`config.mk`:
```
export PLATFORM = sky130hd
export DESIGN_NAME = mem_access_unit
export DESIGN_NICKNAME = d
export VERILOG_FILES = /design/src/rtl/mem_access_unit.sv
export SDC_FILE = /design/constraint.sdc
export NUM_CORES = 1
export LEC_CHECK = 0
export BUFFER_PORTS_ARGS = -buffer_cell sky130_fd_sc_hd__buf_4
export CORE_UTILIZATION = 43
export DETAILED_ROUTE_END_ITERATION = 10
export PLACE_DENSITY = 0.77
export SLEW_MARGIN = 20
export SYNTH_ARGS = -nofsm -noshare
export SYNTH_HDL_FRONTEND = slang
export SYNTH_SLANG_ARGS = --single-unit
```
`constraint.sdc`:
```
create_clock -name i_clk -period 1.53 [get_ports i_clk]
set_clock_uncertainty 0.2 [all_clocks]
set_input_delay 0.2295 -clock i_clk [delete_from_list [all_inputs] [get_ports i_clk]]
set_output_delay 0.2295 -clock i_clk [all_outputs]
set_load 0.005 [all_outputs]
```
`src/rtl/mem_access_unit.sv`:
```
// mem_access_unit: memory stage of the pipeline.
// Plain ALU results are registered straight through to the MEM/WB register
// with one cycle of latency. Loads and stores stall the upstream stages and
// hold a request on the data-memory port until the memory acknowledges it.
// Optional feature macro: MEM_TIMEOUT_EN. When defined, an access that sees
// no acknowledge is aborted after a bounded wait and reported on
// o_mem_err_out. When undefined, BUSY waits indefinitely and o_mem_err_out
// is tied low.
module mem_access_unit (
  input  logic        i_clk,
  input  logic        i_rst,
  // Upstream (EX/MEM) inputs
  input  logic        i_valid_in,
  input  logic        i_mem_read_in,
  input  logic        i_mem_write_in,
  input  logic        i_reg_write_in,
  input  logic        i_ret_future_in,
  input  logic [3:0]  i_reg_rd_in,
  input  logic [15:0] i_alu_result_in,
  input  logic [15:0] i_store_data_in,
  // Data-memory port
  output logic        o_dmem_req,
  output logic        o_dmem_we,
  output logic [15:0] o_dmem_addr,
  output logic [15:0] o_dmem_wdata,
  input  logic [15:0] i_dmem_rdata,
  input  logic        i_dmem_ack,
  // Downstream (MEM/WB) outputs
  output logic        o_valid_out,
  output logic        o_reg_write_out,
  output logic        o_ret_future_out,
  output logic [3:0]  o_reg_rd_out,
  output logic [15:0] o_alu_result_out,
  output logic [15:0] o_mem_read_data_out,
  output logic        o_mem_err_out,
  // Hazard output to freeze the upstream stages
  output logic        o_stall_out
);

  typedef enum logic {
    IDLE = 1'b0,
    BUSY = 1'b1
  } state_t;

  state_t r_state;
  state_t w_nextState;

  // Decoded events for the current cycle
  logic w_memOp;
  logic w_pass;
  logic w_accept;
  logic w_complete;
  logic w_timeout;
  logic w_stall;

  // Control fields captured when a memory access is accepted; they are
  // released to the MEM/WB outputs only when the access finishes.
  logic       r_latRead;
  logic       r_latWrite;
  logic       r_latRegWrite;
  logic       r_latRetFuture;
  logic [3:0] r_latRd;

  // Registered outputs
  logic        r_valid;
  logic        r_regWrite;
  logic        r_retFuture;
  logic [3:0]  r_rd;
  logic [15:0] r_alu;
  logic [15:0] r_rdata;
  logic        r_dmemReq;
  logic        r_dmemWe;
  logic [15:0] r_dmemAddr;
  logic [15:0] r_dmemWdata;

`ifdef MEM_TIMEOUT_EN
  logic [7:0] r_count;
  logic       r_err;
`endif

  // State register: the only place the FSM state changes.
  always_ff @(posedge i_clk) begin
    if (i_rst) begin
      r_state <= IDLE;
    end else begin
      r_state <= w_nextState;
    end
  end

  // Next-state logic: enter BUSY on an accepted memory op and leave it on
  // acknowledge or, when enabled, on timeout.
  always_comb begin
    w_nextState = r_state;
    unique case (r_state)
      IDLE: begin
        if (w_accept) begin
          w_nextState = BUSY;
        end
      end
      BUSY: begin
        if (w_complete || w_timeout) begin
          w_nextState = IDLE;
        end
      end
      default: begin
        w_nextState = IDLE;
      end
    endcase
  end

  // Output/decode logic: classify the cycle and raise the stall. The stall
  // drops in the cycle the access finishes so upstream can advance; a new
  // op presented in that cycle is therefore only taken from IDLE next cycle.
  always_comb begin
    w_memOp    = i_mem_read_in | i_mem_write_in;
    w_pass     = (r_state == IDLE) && i_valid_in && !w_memOp;
    w_accept   = (r_state == IDLE) && i_valid_in && w_memOp;
    w_complete = (r_state == BUSY) && i_dmem_ack;
`ifdef MEM_TIMEOUT_EN
    // Ack in the same cycle wins over the timeout.
    w_timeout  = (r_state == BUSY) && !i_dmem_ack && (r_count == 8'd254);
`else
    w_timeout  = 1'b0;
`endif
    w_stall    = w_accept || ((r_state == BUSY) && !i_dmem_ack && !w_timeout);
  end

  // Capture the control fields of an accepted memory op.
  always_ff @(posedge i_clk) begin
    if (i_rst) begin
      r_latRead      <= 1'b0;
      r_latWrite     <= 1'b0;
      r_latRegWrite  <= 1'b0;
      r_latRetFuture <= 1'b0;
      r_latRd        <= 4'd0;
    end else if (w_accept) begin
      r_latRead      <= i_mem_read_in;
      r_latWrite     <= i_mem_write_in;
      r_latRegWrite  <= i_reg_write_in;
      r_latRetFuture <= i_ret_future_in;
      r_latRd        <= i_reg_rd_in;
    end
  end

  // Drive the data-memory port: request, address and data are registered on
  // acceptance and held untouched until the access finishes or is aborted.
  always_ff @(posedge i_clk) begin
    if (i_rst) begin
      r_dmemReq   <= 1'b0;
      r_dmemWe    <= 1'b0;
      r_dmemAddr  <= 16'd0;
      r_dmemWdata <= 16'd0;
    end else if (w_accept) begin
      r_dmemReq   <= 1'b1;
      r_dmemWe    <= i_mem_write_in;
      r_dmemAddr  <= i_alu_result_in;
      r_dmemWdata <= i_store_data_in;
    end else if (w_complete || w_timeout) begin
      r_dmemReq   <= 1'b0;
      r_dmemWe    <= 1'b0;
    end
  end

  // Produce the MEM/WB outputs. valid_out defaults low so every instruction
  // gives exactly one single-cycle pulse; the payload holds otherwise.
  always_ff @(posedge i_clk) begin
    if (i_rst) begin
      r_valid     <= 1'b0;
      r_regWrite  <= 1'b0;
      r_retFuture <= 1'b0;
      r_rd        <= 4'd0;
      r_alu       <= 16'd0;
      r_rdata     <= 16'd0;
    end else begin
      r_valid <= 1'b0;
      if (w_pass) begin
        r_valid     <= 1'b1;
        r_regWrite  <= i_reg_write_in;
        r_retFuture <= i_ret_future_in;
        r_rd        <= i_reg_rd_in;
        r_alu       <= i_alu_result_in;
        r_rdata     <= 16'd0;
      end else if (w_complete) begin
        r_valid     <= 1'b1;
        r_regWrite  <= r_latRegWrite;
        r_retFuture <= r_latRetFuture;
        r_rd        <= r_latRd;
        r_alu       <= r_dmemAddr;
        // A write (including read+write) returns no load data.
        r_rdata     <= (r_latRead && !r_latWrite) ? i_dmem_rdata : 16'd0;
      end else if (w_timeout) begin
        // Aborted access: deliver the slot but suppress the register write.
        r_valid     <= 1'b1;
        r_regWrite  <= 1'b0;
        r_retFuture <= r_latRetFuture;
        r_rd        <= r_latRd;
        r_alu       <= r_dmemAddr;
        r_rdata     <= 16'd0;
      end
    end
  end

`ifdef MEM_TIMEOUT_EN
  // Count BUSY cycles without acknowledge; restarts on every new access.
  always_ff @(posedge i_clk) begin
    if (i_rst) begin
      r_count <= 8'd0;
    end else if (w_accept) begin
      r_count <= 8'd0;
    end else if ((r_state == BUSY) && !i_dmem_ack) begin
      r_count <= r_count + 8'd1;
    end
  end

  // Error flag pulses alongside valid_out for the aborted access only.
  always_ff @(posedge i_clk) begin
    if (i_rst) begin
      r_err <= 1'b0;
    end else begin
      r_err <= w_timeout;
    end
  end

  assign o_mem_err_out = r_err;
`else
  assign o_mem_err_out = 1'b0;
`endif

  assign o_stall_out         = w_stall;
  assign o_valid_out         = r_valid;
  assign o_reg_write_out     = r_regWrite;
  assign o_ret_future_out    = r_retFuture;
  assign o_reg_rd_out        = r_rd;
  assign o_alu_result_out    = r_alu;
  assign o_mem_read_data_out = r_rdata;
  assign o_dmem_req          = r_dmemReq;
  assign o_dmem_we           = r_dmemWe;
  assign o_dmem_addr         = r_dmemAddr;
  assign o_dmem_wdata        = r_dmemWdata;

endmodule

```
==> metrics.cfg <==
[run_status]
outcome=complete, but fails checks
violations=negative setup slack

[floorplan]
die_area_mm2=0.00806
initial_core_util=0.450
die_w_um=89.8
ios=135
chipHeight_um=89.8
rows=31
fp.coreArea_mm2=0.00737

[timing]
timing.final.crit_share=1.06
fin_hold_ws_ns=0.0210
period_needed_ns=1.62
setup_ws_ns=-0.0878
setup_viol=39
finalMaxSlewViolations=0
fmax_mhz=618
rsz0062_at_grt=true
hold_viol=0

[worst_setup_path]
end_kind=register
critPathLaunchType=register
crit_end=o_reg_rd_out[0]
reg2reg_setup_slack_ns=-0.09
reg2reg_from=r_state
critPathMaxFanout=24
required_ns=1.55
crit_path_start=r_state
r2r-end=o_reg_rd_out[0]
cp.arrival_ns=1.64
worstRegToRegCells=4
critical_path_class=register to register

[finish]
multi_input_comb_area_mm2=0.00154
n_antenna_cell=0
final_cells=669
drive_above_1_share=0.382
fin_util=0.724
mostFrequentLayoutCell=buf_4
fillers=549
seqCellArea_mm2=0.00164
final_cell_mix=149 x buf_4, 81 x dfxtp_1, 54 x dlygate4sd3_1
syn_to_final_growth_pct=61.0
nets=625

[power]
p_per_area_mw_per_mm2=889
p_leak_nw=2.20
finalPower_w=0.00474
ir_drop_mv=0.468

[drt]
wl_per_cell_um=15.6
drtIter0Drc=192
vias_per_cell=5.38
drc_errors=0
wl_mm=10.4
antenna_left=0
vias=3600
dr.pass1.iters=4

[yosys]
syn-num-nets=440
syn_avg_cell_area_um2=8.72
synth-seq-cells=82
yosys.area.top_type_share=0.495
netlist_area_mm2=0.00331
yosys.area.top_type=dfxtp_1
synth_area_leaders=dfxtp_1 50%, a311oi_2 10%, a21oi_1 6.6%
synthCells=380
synth.yosys.seq_area_share=0.495
synth.distinct_cells=23
yosysWarnings=0

[clock_tree]
cts_tree=built
clkSlewWorstSetupHoldPaths_ns=0.08
cts_htree_levels=3
cts_max_path_buffers=2
clock_sinks=82
clk_latency_ns=0.34
cts_made_buffers=9
ctsRootBufferMaster=clkbuf_8

[job]
drv_cap=0

[global_routing]
grt_pass1_wl_mm=17.1
grt_pass1_vias=3546
antenna_found_initial=0
grt_max_degree=39
grt_util_all_layers=0.260
grt-ovfl-total=0

[placed_design]
dp_cells=594
post-dp-hpwl_mm=6.34
finalWeightedCongestion=0.778
io_buffers=133

[min_path]
hp-class=input port to register

## registers in the layout, indices dropped and copies added (netlist names)
name and count:
o_dmem_req 1, o_reg_rd_out 4, o_ret_future_out 1, r_latRead 1
o_valid_out 1, o_dmem_wdata 16, o_dmem_we 1, r_latRd 4
o_mem_read_data_out 16, r_latRegWrite 1, o_alu_result_out 16, o_reg_write_out 1
r_state 1, o_dmem_addr 16, r_latWrite 1, r_latRetFuture 1
## layer usage
layer	wire, um	GRT usage	vias up
li1	-	-	1707
met2	5320	0.449	160
met4	231	0.117	0
met1	4280	0.321	1709
met3	582	0.0347	24
met5	0	0	-
## cell type report
class,instances,share of cell area
Clock buffer,11,0.0284
Clock inverter,5,0.00985
Multi-Input combinational cell,260,0.289
Sequential cell,82,0.308
Tap cell,99,0.0232
Timing Repair Buffer,212,0.341
## worst min-delay path by stage
| stage | start | end | slack [ns] | cells after the start |
|---|---|---|---|---|
| 2_1_floorplan | i_alu_result_in[0] | o_dmem_addr[0] | 0.18 | 2 |
| 3_3_place_gp | r_latRead | r_latRead | 0.24 | 2 |
| 3_5_place_dp | r_latWrite | r_latWrite | 0.25 | 2 |
| 4_1_cts | i_dmem_ack | r_state | 0.02 | 3 |
| 5_1_grt | i_dmem_ack | r_state | 0.04 | 3 |
| 6_report | i_dmem_ack | r_state | 0.02 | 3 |
## timing repair
action                                  in CTS  in global routing
endpoints found under the hold margin       61                  0
hold buffers                                54                  0
setup buffers                                3                  0
resized for setup                            8                  2
endpoints found under the setup margin      40                 42
cloned                                       2                  0
## synth_stat cells, drive strengths merged
master	instances
dfxtp	82
nor2b	1
a22oi	16
buf	15
nand3b	2
clkbuf	24
conb	1
or2	1
nand3	39
nor2	39
nand2	50
o21ai	38
a21oi	44
a311oi	22
or4b	1
and2	1
and4b	1
nand2b	3
## power by group
| group | total [W] | internal, W | switching, W |
|---|---|---|---|
| clock network | 0.00159 | 0.000835 | 0.000752 |
| registers | 0.00230 | 0.00224 | 0.0000656 |
| logic | 0.000852 | 0.000472 | 0.000380 |
| total | 0.00474 | 0.00355 | 0.00120 |
## through the flow
| stage | TNS (ns) | instance area (um^2) | worst slack, ns |
|---|---|---|---|
| 2_1_floorplan | -1.63 | 3360 | -0.0635 |
| 3_3_place_gp | -11.69 | 4500 | -0.338 |
| 3_5_place_dp | -12.35 | 4500 | -0.358 |
| 4_1_cts | -2.59 | 5330 | -0.0917 |
| 5_1_grt | -3.69 | 5330 | -0.120 |
| 6_report | -2.41 | 5330 | -0.0878 |
## kinds of logic (layout without fill, tap and decap cells)
family | Yosys count | in the layout | share of synthesized area
buf+inv | 39 | 228 | 0.0612
flops | 82 | 82 | 0.495
other cells | 1 | 1 | 0.00113
simple gates | 138 | 139 | 0.182
compound gates | 120 | 120 | 0.260
## critical path: stages (launching register included)
cell      delay (ns)
dfxtp_2         0.34
or4b_4          0.55
buf_12          0.20
nor2_1          0.13
a311oi_2        0.06
Power figures use the tool's default switching activity.
